## src/rtl/mem_stage_pkg.sv

```systemverilog
// mem_stage_pkg: shared FSM encoding, MEM/WB payload layout and alignment constants for the MEM stage
package mem_stage_pkg;

    typedef enum logic {
        IDLE   = 1'b0,
        ACCESS = 1'b1
    } state_t;

    typedef struct packed {
        logic        valid;
        logic        regwrite;
        logic        memtoreg;
        logic [4:0]  write_reg;
        logic [63:0] read_data;
        logic [63:0] alu_result;
    } wb_t;

    localparam wb_t WB_BUBBLE = '0;
    localparam int DWORD_ALIGN_BITS = 3;

endpackage

```

## src/rtl/mem_wb_reg.sv

```systemverilog
// mem_wb_reg: MEM/WB pipeline register that captures either the offered payload or a bubble every cycle
module mem_wb_reg
    import mem_stage_pkg::*;
(
    input  logic clk,
    input  logic rst,
    input  logic bubble,
    input  wb_t  d,
    output wb_t  q
);

    // capture the payload, or squash to a bubble when nothing is retiring this cycle
    always_ff @(posedge clk or negedge rst) begin
        if (!rst) q <= WB_BUBBLE;
        else      q <= bubble ? WB_BUBBLE : d;
    end

endmodule

```

## src/rtl/mem_stage.sv

```systemverilog
// mem_stage: MEM stage with branch resolution, req/ack data-memory access FSM and MEM/WB register
module mem_stage
    import mem_stage_pkg::*;
#(
    parameter int TIMEOUT = 64
) (
    input  logic        clk,
    input  logic        rst,
    input  logic        valid_in,
    input  logic [63:0] pc_in,
    input  logic        zero_in,
    input  logic [63:0] alu_result_in,
    input  logic [63:0] store_data_in,
    input  logic [4:0]  write_reg_in,
    input  logic        branch_in,
    input  logic        memwrite_in,
    input  logic        memread_in,
    input  logic        memtoreg_in,
    input  logic        regwrite_in,
    output logic        dmem_req,
    output logic        dmem_we,
    output logic [63:0] dmem_addr,
    output logic [63:0] dmem_wdata,
    input  logic [63:0] dmem_rdata,
    input  logic        dmem_ack,
    output logic        stall,
    output logic        pc_src,
    output logic [63:0] branch_target,
    output logic        mem_err,
    output logic        wb_valid,
    output logic        wb_regwrite,
    output logic        wb_memtoreg,
    output logic [4:0]  wb_write_reg,
    output logic [63:0] wb_read_data,
    output logic [63:0] wb_alu_result
);

    localparam int CW = $clog2(TIMEOUT);

    state_t          state, state_nx;
    logic [CW-1:0]   cnt;
    logic            req_regwrite, req_memtoreg;
    logic [4:0]      req_write_reg;
    logic            memop, aligned, start, misalign, timeout, wb_bubble;
    wb_t             wb_d, wb_q;

    assign memop    = valid_in & (memread_in | memwrite_in);
    assign aligned  = alu_result_in[DWORD_ALIGN_BITS-1:0] == '0;
    assign start    = (state == IDLE) & memop & aligned;
    assign misalign = (state == IDLE) & memop & ~aligned;
    assign timeout  = (state == ACCESS) & ~dmem_ack & (cnt == CW'(TIMEOUT - 1));
    assign branch_target = pc_in;

    // FSM state register
    always_ff @(posedge clk or negedge rst) begin
        if (!rst) state <= IDLE;
        else      state <= state_nx;
    end

    // next state: enter ACCESS on an aligned memop, leave on ack or timeout
    always_comb begin
        state_nx = (state == IDLE) ? (start ? ACCESS : IDLE) : ((dmem_ack | timeout) ? IDLE : ACCESS);
    end

    // outputs: handshake, stall, branch decode and the MEM/WB payload selection
    always_comb begin
        dmem_req  = state == ACCESS;
        stall     = start | (dmem_req & ~dmem_ack & ~timeout);
        pc_src    = (state == IDLE) & valid_in & branch_in & zero_in;
        wb_bubble = (state == IDLE) ? (~valid_in | memop) : ~dmem_ack;
        wb_d      = (state == IDLE)
                  ? {1'b1, regwrite_in, memtoreg_in, write_reg_in, 64'd0, alu_result_in}
                  : {1'b1, req_regwrite, req_memtoreg, req_write_reg, dmem_we ? 64'd0 : dmem_rdata, dmem_addr};
    end

    // latch the request so address/data stay stable for the whole access; memwrite wins over memread
    always_ff @(posedge clk or negedge rst) begin
        if (!rst) begin
            dmem_we       <= 1'b0;
            dmem_addr     <= '0;
            dmem_wdata    <= '0;
            req_regwrite  <= 1'b0;
            req_memtoreg  <= 1'b0;
            req_write_reg <= '0;
        end else if (start) begin
            dmem_we       <= memwrite_in;
            dmem_addr     <= alu_result_in;
            dmem_wdata    <= store_data_in;
            req_regwrite  <= regwrite_in;
            req_memtoreg  <= memtoreg_in;
            req_write_reg <= write_reg_in;
        end
    end

    // count ACCESS cycles spent waiting; cleared whenever the FSM leaves ACCESS
    always_ff @(posedge clk or negedge rst) begin
        if (!rst) cnt <= '0;
        else      cnt <= (state == ACCESS && state_nx == ACCESS) ? cnt + 1'b1 : '0;
    end

    // sticky error on misaligned access or timeout, cleared only by reset
    always_ff @(posedge clk or negedge rst) begin
        if (!rst)                     mem_err <= 1'b0;
        else if (misalign | timeout)  mem_err <= 1'b1;
    end

    mem_wb_reg u_mem_wb (
        .clk    (clk),
        .rst    (rst),
        .bubble (wb_bubble),
        .d      (wb_d),
        .q      (wb_q)
    );

    assign wb_valid      = wb_q.valid;
    assign wb_regwrite   = wb_q.regwrite;
    assign wb_memtoreg   = wb_q.memtoreg;
    assign wb_write_reg  = wb_q.write_reg;
    assign wb_read_data  = wb_q.read_data;
    assign wb_alu_result = wb_q.alu_result;

endmodule

```

## config.mk

```make
export PLATFORM = sky130hd
export DESIGN_NAME = mem_stage
export DESIGN_NICKNAME = d
export VERILOG_FILES = /design/src/rtl/mem_stage_pkg.sv /design/src/rtl/mem_wb_reg.sv /design/src/rtl/mem_stage.sv
export SDC_FILE = /design/constraint.sdc
export NUM_CORES = 1
export LEC_CHECK = 0
export ABC_AREA = 1
export CAP_MARGIN = 20
export CORE_AREA = 2 2 237 239
export CTS_CLUSTER_SIZE = 24
export DETAILED_ROUTE_END_ITERATION = 10
export DIE_AREA = 0 0 239 241
export GPL_TIMING_DRIVEN = 0
export HOLD_SLACK_MARGIN = 0.03
export REMOVE_ABC_BUFFERS = 1
export SLEW_MARGIN = 20
export SYNTH_ARGS = -nofsm -noshare
export SYNTH_HDL_FRONTEND = slang
export SYNTH_SLANG_ARGS = --single-unit
export TNS_END_PERCENT = 20
```

## constraint.sdc

```tcl
create_clock -name clk -period 1.4 [get_ports clk]
set_input_delay 0.21 -clock clk [delete_from_list [all_inputs] [get_ports clk]]
set_output_delay 0.21 -clock clk [all_outputs]
set_load 0.01 [all_outputs]
```

==> results of run 1 <==
-- metal layers --
| metal | vias up | GRT usage (%) | part of all wire (%) | wire length (µm) |
|---|---|---|---|---|
| met2 | 619 | 27.4 | 45 | 24600 |
| li1 | 4683 | - | - | - |
| met3 | 88 | 9.56 | 13 | 6820 |
| met4 | 4 | 6.74 | 3.1 | 1680 |
| met5 | - | 3.11 | 0.40 | 218 |
| met1 | 5128 | 20.0 | 39 | 21000 |
-- layout make-up --
cell class                      instances  area (µm²)  share of cell area, %
Antenna cell                            1        2.50                 0.0124
Clock buffer                           49        1050                   5.20
Clock inverter                         10         121                  0.600
Inverter                              149         597                   2.95
Multi-Input combinational cell        663        3900                   19.3
Sequential cell                       280        7010                   34.7
Tap cell                              704         881                   4.35
Timing Repair Buffer                  555        6450                   31.9
Timing Repair inverter                 10         210                   1.04
-- cell usage after synthesis --
cell type / number / area [µm²]
nand2_1: 274 / 1030
buf_2: 25 / 125
ha_1: 1 / 12.5
nand4_1: 64 / 400
xor2_1: 2 / 17.5
o21ai_2: 10 / 87.6
inv_1: 146 / 548
nand3_1: 4 / 20.0
o21ai_0: 38 / 190
clkbuf_1: 28 / 105
o21ai_1: 22 / 110
inv_2: 3 / 11.3
o21bai_1: 1 / 7.51
nor3_1: 1 / 5.00
dfrtp_1: 280 / 7010
nor2_1: 157 / 589
nand2_4: 1 / 11.3
buf_1: 3 / 11.3
buf_4: 64 / 480
a21oi_1: 72 / 360
buf_6: 17 / 191
nand2_2: 1 / 6.26
nor2_4: 1 / 11.3
-- path summary, 6_finish.rpt --
kind,endpoint,slack [ns],depth (start not counted)
min in group asynchronous,u_mem_wb.q[104]$_DFF_PN0_,0.33,2
min,u_mem_wb.q[74]$_DFF_PN0_,0.16,3
max,stall,-0.51,7
min reg2reg,mem_err$_DFFE_PN0P_,0.47,2
max reg2reg,dmem_addr[58]$_DFFE_PN0P_,-0.48,11
max in group asynchronous,dmem_wdata[19]$_DFFE_PN0P_,0.04,3
-- cells by family after synthesis --
logic type,after synthesis,share of synthesized area (%)
AOI/OAI and AO/OA,143,6.67
xor gates and xnor gates,2,0.155
adders and majority gates,1,0.110
buffers and inverters,286,13.0
DFF,280,61.8
and+or+nand+nor,503,18.3
-- metrics by stage --
step / setup TNS [ns] / setup WS (ns) / utilization (%)
2_1_floorplan: -1091.79 / -5.14 / -
3_3_place_gp: -5512.47 / -12.65 / 29.3
3_5_place_dp: -234.61 / -1.77 / 29.8
4_1_cts: -133.43 / -0.571 / 34.8
5_1_grt: -117.27 / -0.588 / 36.9
6_report: -91.16 / -0.505 / 36.9
-- worst max-delay path: stages (launching register included) --
cell and delay, ns:
dfrtp_4 0.50, buf_16 0.15, clkinv_8 0.05, nand2_8 0.04, nor2_4 0.17, nand2_8 0.09, nand2_4 0.06, buf_6 0.10
-- cells in the final DEF (no fill, tap or decap), types with 3 or more instances in the layout --
cell type	instances
buf_12	16
dlymetal6s2s_1	154
dfrtp_2	3
a21oi_1	67
nand3_1	3
a21oi_4	3
nand2_1	166
inv_16	4
clkbuf_16	44
clkinv_16	3
inv_12	3
o21ai_2	27
nand2_8	16
inv_1	144
clkdlybuf4s50_1	270
o21ai_0	11
bufbuf_16	3
nand2_4	24
buf_16	24
nor2_1	106
buf_6	9
clkbuf_8	8
buf_8	5
o21ai_1	31
inv_6	3
clkinvlp_4	5
clkbuf_1	4
buf_2	46
buf_4	19
nand4_1	64
nand2_2	84
nor2_2	36
nor2_4	16
dfrtp_1	276
-- power groups by stage --
stage               sequential (mW)  combinational, mW  clock, mW
floorplan                      10.2               1.09          0
global placement               9.84               4.61          0
detailed placement             9.78               4.75          0
CTS                            9.69               5.22       9.60
global route                   9.85               5.70       9.90
finish                         9.73               5.30       9.27
-- what timing repair did --
| item | CTS | global route |
|---|---|---|
| setup buffers | 39 | 10 |
| endpoints found under the hold margin | 92 | 0 |
| cloned | 36 | 12 |
| resized for setup | 418 | 300 |
| pin swaps | 19 | 25 |
| setup endpoints to repair | 549 | 640 |
| hold buffers | 1 | 0 |
==> metrics, run 1 <==
total gr overflow=0; Max Cap Viol=0; synth unique cells=23; Crit Path Max Fanout=3; Sink Count=280; clock network latency to the later pin of the worst-skew pair=0.52 ns; IO buf count=475; DRC violations left=0; Placeable Area=54900 µm²; Peak VDD IR=1140 µV; CTS HTree Levels=2; YS warnings=0; min-delay src=dmem_ack; switching part of the total=28.7%; Synth Cell Area=11300 µm²; Via Count=10500; Seq cells post-synth=280; Clock transition at path regs=0.06 ns; CTS root buf=clkbuf_16; CP startpoint=dmem_req$_DFF_PN0_; endpoints failing hold=0; DR WL/cell=22.4 µm; headroom to the max-slew limit=49.9%; largest reg by FF count=u_mem_wb.q; Syn Area/Cell=9.33 µm²; Setup crit end kind=output pin; Die H=241 µm; final wirelength=54.3 mm; Gate power share=21.8%; worst setup margin=-0.505 ns; worst slew pin tran=0.752 ns; CTS max path bufs=3; final antenna-violating net count=0; vias in the first global route=10700; reg-to-reg critical path startpoint=dmem_req$_DFF_PN0_; CP required=1.19 ns; crit path DAT=1.70 ns; layout cells sized above 1=24.2%; half-perimeter wire length after placement=29.0 mm; startpoint types=flop; Slew Limit Fails=0; Crit Path Category=reg -> out; Largest regs=u_mem_wb.q x136, dmem_addr x64, dmem_wdata x64; Hold Crit Class=in -> reg; Largest register FFs=136; filler cell count=5358; vias per cell=4.35; failing checks=negative setup slack; Final period util=136%; I/O pins=604; Iter 0 DRT Violations=463; Reg power frac=40.1%; CTS tree=done; Final Skew=0.0114 ns; first-pass GRT wire length=73.2 mm; pwr dens=1200 nW/µm²; Die Span X=239 µm; status=complete, but fails checks; starting density of the core=20.7%; routability cong.=0.752; Post-DP Area=16300 µm²; Leak=11.9 nW; CTS buffer count=35; post-route insts no fill=2421; Die Area=57600 µm²; initial antenna violation count=2; sequential fraction of the synthesis area=61.8%; row cnt=86; fmax=525 MHz; synthesis-to-finish area growth=78.4%; RSZ-0062 raised after global routing=yes; Global Route Usage Sum=17.6%; TritonRoute pass-1 iters=4; final instance area=20200 µm²; Clock Power Share=38.1%; Int Pwr=17.3 mW; Tot Pwr=24.3 mW; pin count of the biggest net entering global routing=97; setup violators final=322; worst hold slack=0.161 ns; Tmin final=1.91 ns; placed insts=2267; Post-Syn Instances=1215; Switch Pwr=6.98 mW; layout net count=1966
Note: power is estimated with default switching activity, not from simulation.
==> run 2: changes to the inputs <==
CTS_BUF_LIST = sky130_fd_sc_hd__clkbuf_8 sky130_fd_sc_hd__clkbuf_16   (was not set)
==> run 2 against run 1 <==
  * The flow still finishes with violations (negative setup slack)
  * Count of clock-buffer cells in the layout is 4 lower
  * Flip-flop and latch count stayed put
  * Global-route usage barely moved
  * Worst setup slack better by 0.0013 ns
  * Critical path depth unchanged
  * Total power down 0.13%
  * First-iteration DRC count rose by 5.2%
  * Cell count did not move
  * Sequential power is essentially flat
  * Critical path type unchanged
==> metrics, run 2 (synthesized netlist as in run 1, its figures left out) <==
row cnt=86 (unchanged); routability cong.=0.752 (unchanged); Via Count=10500 (+0.14%); layout net count=1966 (unchanged); max incr delay on CP=0.50 ns (about the same); final wirelength=54.4 mm (+0.16%); Clock transition at path regs=0.06 ns (about the same); crit path DAT=1.69 ns (about the same); Slew Limit Fails=0 (unchanged); final antenna-violating net count=0 (unchanged); total gr overflow=0 (unchanged); Largest register FFs=136 (unchanged); CTS tree=done; Global Route Usage Sum=17.6% (about the same); min-delay src=dmem_ack; IO buf count=475 (unchanged); synthesis-to-finish area growth=78.6%; Leak=12.1 nW (+1.5%); endpoints failing hold=0 (unchanged); worst slew pin tran=0.753 ns (+0.00162 ns); CTS root buf=clkbuf_16; pwr dens=1200 nW/µm² (-0.24%); most frequent cells in the layout=276 x dfrtp_1, 261 x clkdlybuf4s50_1, 166 x nand2_1, 163 x dlymetal6s2s_1, 148 x inv_1; Worst path most repeated cell=nand2_8; final setup TNS=-89.71 ns (+1.45 ns); most common cell after layout, fill and taps aside=dfrtp_1; largest reg by FF count=u_mem_wb.q; Int Pwr=17.3 mW (-0.18%); Sink Count=280 (unchanged); pin count of the biggest net entering global routing=97 (unchanged); vias in the first global route=10700 (+0.037%); status=complete, but fails checks; worst hold slack=0.159 ns (-0.00212 ns); CP required=1.19 ns (about the same); CTS buffer count=35 (unchanged); Gate power share=21.8% (about the same); DRC violations left=0 (unchanged); Switch Pwr=6.97 mW (about the same); first-pass GRT wire length=73.2 mm (about the same); startpoint types=flop; internal reg-to-reg setup slack=-0.48 ns (about the same); Worst R2R End=dmem_addr[58]$_DFFE_PN0P_; Tot Pwr=24.3 mW (-0.13%); starting density of the core=20.7% (unchanged); crit-path leading delay family=flip-flops; Largest regs=u_mem_wb.q x136, dmem_addr x64, dmem_wdata x64; I/O pins=604 (unchanged); switching part of the total=28.7% (+0.031 points); Die Span X=239 µm (unchanged); WHS Endpoint=u_mem_wb.q[74]$_DFF_PN0_; Max Cap Viol=0 (unchanged); failing checks=negative setup slack; Post-DP Area=16300 µm² (unchanged); hold depth=3 (unchanged); worst setup margin=-0.504 ns (+0.00126 ns); reg-to-reg critical path startpoint=dmem_req$_DFF_PN0_; Crit Path Category=reg -> out; headroom to the max-slew limit=49.8% (-0.11 points); Peak VDD IR=1140 µV (about the same); Die Area=57600 µm² (unchanged); RSZ-0062 raised after global routing=yes; Tmin final=1.90 ns (-0.00126 ns); vias per cell=4.35 (+0.14%); clock network latency to the later pin of the worst-skew pair=0.53 ns (about the same); CP max stage cell=dfrtp_4; layout cells sized above 1=24.2% (unchanged); Clock Power Share=38.1% (about the same); worst reg-to-reg path cell count=11 (unchanged); crit-path cells=buf_16 > clkinv_8 > nand2_8 > nor2_4 > nand2_8 > nand2_4 > buf_6; Final Skew=0.0121 ns (+0.000735 ns); initial antenna violation count=2 (unchanged); setup violators final=312 (-3.1%); TritonRoute pass-1 iters=5 (+1); Die H=241 µm (unchanged); CTS max path bufs=3 (unchanged); CTS HTree Levels=2 (unchanged); Place WS=-1.77 ns (unchanged); final instance area=20300 µm² (+0.11%); Bufs and invs on worst path=3 (unchanged); Crit Path Max Fanout=3 (unchanged); DR WL/cell=22.5 µm (+0.16%); Placeable Area=54900 µm² (unchanged); Final period util=136% (about the same); Iter 0 DRT Violations=487 (+5.2%); Hold Crit Class=in -> reg; Reg power frac=40.1% (about the same); Setup crit end kind=output pin; half-perimeter wire length after placement=29.0 mm (unchanged); fmax=525 MHz (about the same)
-- run 2: cell count changes in the layout (fill, tap and decap cells not counted) --
cell             delta
inv_1               +4
clkbuf_1            -4
dlymetal6s2s_1      +9
clkdlybuf4s50_1     -9
-- run 2: metal layers --
metal | up-vias | global-route usage, % | part of all wire (%) | routed length [µm]
met4 | 4 | 6.74 | 2.9 | 1590
li1 | 4683 | - | - | -
met5 | - | 3.11 | 0.40 | 218
met3 | 84 | 9.56 | 13 | 6930
met2 | 631 | 27.4 | 45 | 24700
met1 | 5135 | 20.0 | 39 | 21000
-- run 2: through the flow --
stage               cells  util (%)
global placement     2257      29.3
detailed placement   2267      29.8
global route         2420      36.9
finish               2421      36.9
floorplan            1078         -
CTS                  2401      34.8
-- run 2: worst reg2reg max path, cell delays in order, from the launching register on --
cell	delay, ns
dfrtp_4	0.50
buf_16	0.15
clkinv_8	0.05
nand2_8	0.04
nor2_4	0.17
buf_4	0.14
buf_6	0.10
buf_12	0.12
buf_16	0.16
nand2_8	0.14
nand2_2	0.13
o21ai_2	0.05
-- run 2: power by group through the flow --
| stage | Combinational (mW) | Clock (mW) | Sequential [mW] |
|---|---|---|---|
| after detailed placement | 4.75 | 0 | 9.78 |
| final | 5.30 | 9.23 | 9.74 |
| after global routing | 5.70 | 9.87 | 9.85 |
| after global placement | 4.61 | 0 | 9.84 |
| after floorplan | 1.09 | 0 | 10.2 |
| after CTS | 5.22 | 9.57 | 9.69 |
-- run 2: repair_timing --
| item | CTS | global route |
|---|---|---|
| hold buffers | 1 | 0 |
| hold endpoints to repair | 92 | 0 |
| gates resized for setup | 418 | 309 |
| cloned | 36 | 12 |
| pin swaps | 19 | 25 |
| setup buffers | 39 | 10 |
| setup endpoints to repair | 549 | 639 |
-- run 2: final cells by class --
cell class / instances / area [µm²]
timing repair buffer: 555 / 6480
sequential: 280 / 7010
clock inverter: 14 / 136
clock buffer: 45 / 1040
tap: 704 / 881
antenna: 1 / 2.50
fill: 5356 / 34600
timing repair inverter: 10 / 210
inverter: 149 / 597
multi-input combinational: 663 / 3900
-- run 2: worst max path at each step --
stage,slack (ns),cells after the start,startpoint,end
after CTS,-0.57,7,dmem_req$_DFF_PN0_,stall
final,-0.50,7,dmem_req$_DFF_PN0_,stall
after global placement,-12.65,2,dmem_req$_DFF_PN0_,u_mem_wb.q[9]$_DFF_PN0_
after global routing,-0.59,7,dmem_req$_DFF_PN0_,stall
after floorplan,-5.14,2,dmem_req$_DFF_PN0_,u_mem_wb.q[0]$_DFF_PN0_
after detailed placement,-1.77,9,dmem_req$_DFF_PN0_,dmem_wdata[61]$_DFFE_PN0P_
